<file path="config.mk">
export PLATFORM = sky130hd
export DESIGN_NAME = if_stage
export DESIGN_NICKNAME = d
export VERILOG_FILES = /design/src/rtl/if_stage_pkg.sv /design/src/rtl/if_fetch_ctrl.sv /design/src/rtl/if_stage.sv
export SDC_FILE = /design/constraint.sdc
export NUM_CORES = 1
export LEC_CHECK = 0
export CAP_MARGIN = 20
export CORE_MARGIN = 8
export CORE_UTILIZATION = 35
export CTS_CLUSTER_DIAMETER = 80
export DETAILED_ROUTE_END_ITERATION = 8
export GPL_ROUTABILITY_DRIVEN = 0
export PLACE_DENSITY_LB_ADDON = 0.1
export SYNTH_ARGS = -nofsm -noshare
export SYNTH_HDL_FRONTEND = slang
export SYNTH_SLANG_ARGS = --single-unit
</file>
<file path="constraint.sdc">
create_clock -name clk -period 3.54 [get_ports clk]
set_input_delay 0.708 -clock clk [delete_from_list [all_inputs] [get_ports clk]]
set_output_delay 0.708 -clock clk [all_outputs]
set_load 0.02 [all_outputs]
</file>
<file path="src/rtl/if_stage_pkg.sv">
// Shared definitions for the instruction-fetch stage: widths, bubble encoding,
// FSM state encoding and the datapath select codes used between controller and datapath.
package if_stage_pkg;

    localparam int          ADDRESS_LEN = 32;
    localparam logic [31:0] NOP_INSTR   = 32'h0000_0000;

    typedef enum logic [1:0] {
        S_IDLE  = 2'd0,
        S_REQ   = 2'd1,
        S_VALID = 2'd2,
        S_DRAIN = 2'd3
    } if_state_e;

    // Source for the next fetch address register.
    typedef enum logic {
        PC_SRC_BRANCH,
        PC_SRC_INC
    } pc_src_e;

    // Source for the outstanding-request address register.
    typedef enum logic [1:0] {
        REQ_SRC_PC,
        REQ_SRC_BRANCH,
        REQ_SRC_INC
    } req_src_e;

    // What the stage presents downstream this cycle.
    typedef enum logic [1:0] {
        INSTR_SEL_NOP,
        INSTR_SEL_HELD,
        INSTR_SEL_MEM
    } instr_sel_e;

endpackage

</file>
<file path="src/rtl/if_fetch_ctrl.sv">
// Fetch controller: request/acknowledge FSM plus load enables and source selects
// for the fetch-stage datapath registers.
// Optional macro IF_ACK_BYPASS_EN: present returning memory data in the ack cycle.
module if_fetch_ctrl
    import if_stage_pkg::*;
(
    input  logic       clk,
    input  logic       rst,
    input  logic       freeze,
    input  logic       branch_taken,
    input  logic       imem_ack,
    output logic       req_active,
    output logic       pc_ld,
    output pc_src_e    pc_src,
    output logic       req_ld,
    output req_src_e   req_src,
    output logic       instr_ld,
    output instr_sel_e instr_sel
);

    if_state_e state_q;
    if_state_e state_d;
    logic      bypass_hit;

    // Returning data that can go straight downstream instead of being captured.
`ifdef IF_ACK_BYPASS_EN
    assign bypass_hit = imem_ack && !freeze && !branch_taken;
`else
    assign bypass_hit = 1'b0;
`endif

    // State register.
    always_ff @(posedge clk or posedge rst) begin
        if (rst) begin
            state_q <= S_IDLE;
        end else begin
            // NOTE: non-blocking assignments so every flop samples pre-edge values.
            state_q <= state_d;
        end
    end

    // Next-state decode.
    always_comb begin
        // NOTE: a default before the case keeps this block free of inferred latches.
        state_d = state_q;
        case (state_q)
            S_IDLE:  state_d = S_REQ;
            S_REQ: begin
                if (imem_ack) begin
                    // A same-cycle redirect or a bypassed word keeps us requesting.
                    if (!branch_taken && !bypass_hit) state_d = S_VALID;
                end else if (branch_taken) begin
                    state_d = S_DRAIN;
                end
            end
            S_DRAIN: if (imem_ack) state_d = S_REQ;
            S_VALID: if (branch_taken || !freeze) state_d = S_REQ;
            default: state_d = S_IDLE;
        endcase
    end

    // Datapath enables, selects and handshake outputs.
    always_comb begin
        req_active = 1'b0;
        pc_ld      = 1'b0;
        pc_src     = PC_SRC_INC;
        req_ld     = 1'b0;
        req_src    = REQ_SRC_PC;
        instr_ld   = 1'b0;
        instr_sel  = INSTR_SEL_NOP;
        case (state_q)
            S_IDLE: begin
                req_ld  = 1'b1;
                req_src = REQ_SRC_PC;
            end
            S_REQ: begin
                req_active = 1'b1;
                if (imem_ack && branch_taken) begin
                    // Data belongs to the wrong path; reissue at the target.
                    pc_ld   = 1'b1;
                    pc_src  = PC_SRC_BRANCH;
                    req_ld  = 1'b1;
                    req_src = REQ_SRC_BRANCH;
                end else if (imem_ack && bypass_hit) begin
                    instr_sel = INSTR_SEL_MEM;
                    pc_ld     = 1'b1;
                    pc_src    = PC_SRC_INC;
                    req_ld    = 1'b1;
                    req_src   = REQ_SRC_INC;
                end else if (imem_ack) begin
                    instr_ld = 1'b1;
                end else if (branch_taken) begin
                    // Request cannot be withdrawn; remember the target and drain.
                    pc_ld  = 1'b1;
                    pc_src = PC_SRC_BRANCH;
                end
            end
            S_DRAIN: begin
                req_active = 1'b1;
                if (branch_taken) begin
                    pc_ld  = 1'b1;
                    pc_src = PC_SRC_BRANCH;
                end
                if (imem_ack) begin
                    // Newest target wins, even when it lands with the ack.
                    req_ld  = 1'b1;
                    req_src = branch_taken ? REQ_SRC_BRANCH : REQ_SRC_PC;
                end
            end
            S_VALID: begin
                instr_sel = INSTR_SEL_HELD;
                if (branch_taken) begin
                    pc_ld   = 1'b1;
                    pc_src  = PC_SRC_BRANCH;
                    req_ld  = 1'b1;
                    req_src = REQ_SRC_BRANCH;
                end else if (!freeze) begin
                    pc_ld   = 1'b1;
                    pc_src  = PC_SRC_INC;
                    req_ld  = 1'b1;
                    req_src = REQ_SRC_INC;
                end
            end
            default: ;
        endcase
    end

endmodule

</file>
<file path="src/rtl/if_stage.sv">
// Instruction-fetch stage: program counter, fetch datapath and IF/ID presentation.
// Optional macro IF_ACK_BYPASS_EN: imem_rdata is presented in the cycle of its ack.
module if_stage #(
    parameter int                     ADDRESS_LEN = if_stage_pkg::ADDRESS_LEN,
    parameter logic [ADDRESS_LEN-1:0] RESET_PC    = '0
) (
    input  logic                   clk,
    input  logic                   rst,
    input  logic                   freeze,
    input  logic                   Branch_taken,
    input  logic [ADDRESS_LEN-1:0] Branch_Address,
    output logic                   imem_req,
    output logic [ADDRESS_LEN-1:0] imem_addr,
    input  logic [ADDRESS_LEN-1:0] imem_rdata,
    input  logic                   imem_ack,
    output logic [ADDRESS_LEN-1:0] PC,
    output logic [ADDRESS_LEN-1:0] Instruction,
    output logic                   fetch_valid
);

    import if_stage_pkg::*;

    logic [ADDRESS_LEN-1:0] pc_q;
    logic [ADDRESS_LEN-1:0] req_addr_q;
    logic [ADDRESS_LEN-1:0] instr_q;
    logic [ADDRESS_LEN-1:0] pc_plus4;
    logic [ADDRESS_LEN-1:0] branch_target;

    logic       pc_ld;
    pc_src_e    pc_src;
    logic       req_ld;
    req_src_e   req_src;
    logic       instr_ld;
    instr_sel_e instr_sel;

    if_fetch_ctrl u_ctrl (
        .clk          (clk),
        .rst          (rst),
        .freeze       (freeze),
        .branch_taken (Branch_taken),
        .imem_ack     (imem_ack),
        .req_active   (imem_req),
        .pc_ld        (pc_ld),
        .pc_src       (pc_src),
        .req_ld       (req_ld),
        .req_src      (req_src),
        .instr_ld     (instr_ld),
        .instr_sel    (instr_sel)
    );

    // pc_q equals req_addr_q whenever a bypass increment happens, so one adder serves both.
    assign pc_plus4      = pc_q + ADDRESS_LEN'(4);
    assign branch_target = Branch_Address & ~ADDRESS_LEN'(3);

    // Datapath registers.
    always_ff @(posedge clk or posedge rst) begin
        if (rst) begin
            pc_q       <= RESET_PC;
            req_addr_q <= RESET_PC;
            instr_q    <= ADDRESS_LEN'(NOP_INSTR);
        end else begin
            if (pc_ld) pc_q <= (pc_src == PC_SRC_BRANCH) ? branch_target : pc_plus4;
            if (req_ld) begin
                case (req_src)
                    REQ_SRC_BRANCH: req_addr_q <= branch_target;
                    REQ_SRC_INC:    req_addr_q <= pc_plus4;
                    default:        req_addr_q <= pc_q;
                endcase
            end
            if (instr_ld) instr_q <= imem_rdata;
        end
    end

    assign imem_addr   = req_addr_q;
    assign PC          = pc_plus4;
    assign fetch_valid = (instr_sel != INSTR_SEL_NOP);

    // Presented instruction: held capture, bypassed memory word, or a bubble.
    always_comb begin
        Instruction = ADDRESS_LEN'(NOP_INSTR);
        case (instr_sel)
            INSTR_SEL_HELD: Instruction = instr_q;
`ifdef IF_ACK_BYPASS_EN
            INSTR_SEL_MEM:  Instruction = imem_rdata;
`endif
            default: ;
        endcase
    end

endmodule

</file>
======== After elaboration in Yosys (flattened, before gate mapping) ========
Index checks and enable logic that the tools add are counted.
word-level totals
  word-level logic and storage cells ...... 55
  input bits .............................. 69
  register bits ........................... 98
  output and inout port bits .............. 98
operators by class
  mux-type cells .......................... 32
  $add $sub $neg .......................... 1
  equality and inequality tests ........... 10
  reduce and logical (&&, ||, !) cells .... 8
operators by type and width
  cell                     count
  $mux W32                 2
  $pmux W32 S2             1
  $add A32 B3 Y32 const B  1
  $mux W1                  16
  $mux W2                  8
  $pmux W2 S4              2
  $eq A2 B1 Y1 const B     3
  $eq A2 B2 Y1 const B     3
  $ne A3 B3 Y1 const B     2
  $pmux W1 S4              1
  $reduce_and A4 Y1        1
  $reduce_or A2 Y1         2
  $pmux W1 S3              1
  $logic_not A2 Y1         1
  $ne A2 B1 Y1 const B     1
  $ne A2 B2 Y1 const B     1
  $pmux W1 S2              1
  $reduce_bool A2 Y1       1
  $logic_and A1 B1 Y1      1
  $logic_not A1 Y1         1
  $logic_or A1 B1 Y1       1

======== Logic depth before layout (Yosys ltp) ========
  word-level depth ........................ 5
  mapped depth ............................ 11
  depth with buffers taken out ............ 9

======== By module ========
From an unflattened synthesis, not the netlist that was laid out.
unflattened totals
  cell total of the unflattened synthesis .. 657
  area total of the unflattened synthesis .. 5876.9 µm²
by module, submodules not included
  module         area an instance (µm²)  instances  seq. area each (µm²)  cells an instance
  if_stage       5675.4                  1          2302.2                632
  if_fetch_ctrl  201.4                   1          50.0                  25

======== Least setup slack after synthesis ========
OpenSTA, ideal clock, no wires.
  kind .................................... reg2out
  start ................................... register pc_q[3]
  end ..................................... output PC[30]
  arrival ................................. 2517 ps
  slack ................................... 315 ps
  data required time ...................... 2832 ps
  cell stages (with the launch flop) ...... 8
  path buffers ............................ 2
  path through ............................ dfrtp_1 -> ha_1 -> nand3_4 -> or4_4 -> buf_6 -> or4_1 -> buf_2 -> xnor2_1
between the ends
  longest elaborated chain between the ends .. 1
ends and longest elaborated chain
  item                      line            text
  start: declaration        if_stage.sv:23  logic [ADDRESS_LEN-1:0] pc_q;
  start signal: assignment  if_stage.sv:62  if (pc_ld) pc_q <= (pc_src == PC_SRC_BRANCH) ? branch_target : pc_plus4;
  $add A32 B3 Y32           if_stage.sv:52  assign pc_plus4 = pc_q + ADDRESS_LEN'(4);
  end: declaration          if_stage.sv:16  output logic [ADDRESS_LEN-1:0] PC,
Every way passes these cells.

======== Final worst setup path ========
  start ................................... register pc_q[12]
  end ..................................... output PC[27]
The elaborated chain is that of the path after synthesis.

==> flow_summary_export.csv <==
group,metric,value,unit
run_status,status,"complete, no violations",
power,p_switching,1.74,mW
power,power_density,583,nW/um2
global_routing,track_usage,19.0,%
global_routing,grt_pass1_wl,30400,um
worst_setup_path,crit_fanout,6,
detailed_routing,dr.pass1.iters,5,
synthesis,synthCells,627,
power,intPower,2.93,mW
worst_setup_path,startpoint_type,"flip-flop",
timing,period_share,97.0,%
power,swShare,37.2,%
job,drv_cap,0,
die,fp.dieH,143,um
detailed_routing,via_per_inst,5.49,
global_routing,grt_pass1_vias,5593,
clock_network,clockBufferDepth,2,
detailed_routing,drc,0,
detailed_routing,drt_iter0_markers,478,
worst_setup_path,cp-end-kind,"output port",
synthesis,ys_top_cells_by_count,"95 x dfrtp_1, 57 x o21ai_0, 55 x nand2_1",
layout,area_growth,42.2,%
power,total_power,4.67,mW
worst_hold_path,worstHoldPathCells,2,
die,coreArea,15800,um2
timing,setup_violations,0,
detailed_routing,route.vias.total,5535,
global_routing,grt_max_degree,58,
synthesis,synth_cell_types,57,
detailed_routing,routed_wl,19400,um
synthesis,yosys_warnings,0,
synthesis,ys_async_sr_fraction,100,%
clock_network,cts_root_buf,"clkbuf_16",
timing,skew,0.00545,ns
clock_network,h-tree-depth,3,
die,io_pins,167,
synthesis,avgSynthCellArea,8.98,um2
worst_setup_path,reg2reg_depth,7,
timing,worst_pin_slew,0.844,ns
clock_network,path_clk_slew,0.07,ns
die,die-area,20400,um2
layout,drive_gt1_share,15.3,%
detailed_routing,avgRoutedWirePerCell,19.2,um
timing,rsz0062_at_grt,"false",
synthesis,synth_most_common_cell,"dfrtp_1",
layout,nNetsFinal,859,
global_routing,grt-ovfl-total,0,
timing,period_needed,3.43,ns
die,die_w,143,um
worst_setup_path,path_class,"flip-flop to output port",
power,ir_worst_vdd,0.315,mV
timing,holdWs,0.489,ns
synthesis,yosys_most_used_dff,"dfrtp_1",
power,power_leakage,3.25,nW
clock_network,cts_buffers,9,
synthesis,syn_area,5630,um2
clock_network,cts_sinks,95,
synthesis,synth_edf_count,0,
synthesis,synth-seq-area-share,42.2,%
global_routing,antenna_found_initial,0,
clock_network,clk-insertion-delay-late,0.35,ns
worst_setup_path,required,2.83,ns
timing,hold_viol,0,
placed_design,io_buffers,162,
synthesis,synth_top_area_share,42.2,%
timing,final_max_slew_viol_count,0,
timing,timing.slew.headroom,43.7,%
synthesis,ys_seq_elements,95,
worst_setup_path,worstPathArrival,2.73,ns
timing,fmax,291,MHz
die,start_util,35.6,%
layout,n_antenna_cell,0,
synthesis,yosysTopAreaCell,"dfrtp_1",
synthesis,ys_top_cells_by_area,"dfrtp_1 42%, mux2_2 6.4%, o21ai_0 5.1%, and2_1 3.9%, nand2_1 3.7%",
die,rows,46,
power,clockPowerShare,21.5,%
placed_design,hpwl,13800,um
power,seqPwrFrac,35.8,%
power,combPwrFrac,42.7,%
timing,fin_tns_setup,0,ns
worst_hold_path,min_path_type,"flip-flop to flip-flop",
detailed_routing,ant_nets,0,
clock_network,cts_tree,"yes",
## power groups by stage
stage | Sequential, mW | Clock [mW] | Combinational (mW)
2_1_floorplan | 1.74 | 0 | 1.01
3_3_place_gp | 1.67 | 0 | 1.97
3_5_place_dp | 1.69 | 0 | 1.99
4_1_cts | 1.67 | 1.03 | 2.01
5_1_grt | 1.72 | 1.08 | 2.15
6_report | 1.67 | 1.01 | 1.99
## layout by cell type, fill, tap and decap left out, types with 4 or more instances in the layout
cell type / instances
a21oi_1: 28
a221o_1: 9
a221oi_1: 15
a22oi_1: 14
a2bb2oi_1: 4
and2_1: 35
and3_1: 4
and4_1: 4
buf_4: 49
clkbuf_16: 9
clkdlybuf4s50_1: 155
dfrtp_1: 92
dlymetal6s2s_1: 4
inv_1: 14
mux2_2: 32
mux2i_1: 8
nand2_1: 55
nand3_1: 23
nand4_1: 13
nor2_1: 35
nor3_1: 7
nor4_1: 5
o211ai_1: 9
o21a_1: 6
o21ai_0: 57
o22ai_1: 9
or3_1: 8
or4_1: 4
xnor2_1: 16
xor2_1: 7
## cells by family (layout without fill, tap and decap cells)
group                    after synthesis  in the layout  share of synthesized area, %
AO/OA/AOI/OAI                        175            175                          20.3
XOR/XNOR                              23             23                          3.58
adder cells (fa/ha/maj)                3              3                         0.667
buffers and inverters                 80            244                          5.87
flip-flops                            95             95                          42.2
multiplexers                          40             40                          7.83
other                                  1              2                        0.0666
AND/OR/NAND/NOR                      210            210                          19.4
## final cells by class
class	count	area, um2
clock buffers	10	239
inverters	15	58.8
well taps	216	270
fillers	1460	7820
flip-flops and latches	95	2380
clock inverters	6	60.1
multi-input cells	453	2960
repair buffers	213	2030
## metal layers
layer  GRT usage (%)  vias up  routed length [um]
met5               0        -                   0
met4            6.49        0                 305
li1                -     2585                   -
met2            31.1      245                8960
met1            24.2     2677                8580
met3            4.54       28                1510
## critical path: stages, from the launching register on
cell,delay [ns]
dfrtp_2,0.44
nand4_2,0.22
nor4_4,0.36
nand4_1,0.28
buf_4,0.25
xnor2_1,0.18
clkdlybuf4s50_1,0.65
## flip-flops by register name, indices dropped and copies added (netlist names)
name / flops
u_ctrl.state_q: 2
pc_q: 30
instr_q: 32
imem_addr: 31
## path summary, 6_finish.rpt
check | from | to | slack [ns]
max | pc_q[12] | PC[27] | 0.11
min | imem_addr[3] | imem_addr[3] | 0.49
max reg2reg | u_ctrl.state_q[0] | imem_addr[28] | 0.86
min reg2reg | imem_addr[3] | imem_addr[3] | 0.49
max in group asynchronous | rst | pc_q[13] | 2.01
min in group asynchronous | rst | instr_q[27] | 0.85
## what timing repair did
item                                    in CTS  in global routing
endpoints found under the setup margin       9                  9
pin swaps                                    2                  1
gates resized for setup                      8                 10
cloned                                       0                  0
hold buffers                                 0                  0
buffers inserted                             2                  1
## stage by stage
| stage | instances | utilization [%] | setup slack [ns] | cell area (um2) |
|---|---|---|---|---|
| final | 1008 | 50.6 | 0.106 | 8000 |
| after global routing | 1008 | 50.6 | 0.00298 | 8000 |
| after CTS | 1007 | 50.5 | 0.00979 | 7990 |
| after detailed placement | 989 | 48.3 | 0.157 | 7650 |
| after global placement | 989 | 48.3 | 0.176 | 7650 |
| after floorplan | 628 | - | 0.315 | 5630 |
No activity file was read; power rests on OpenSTA's default activity.
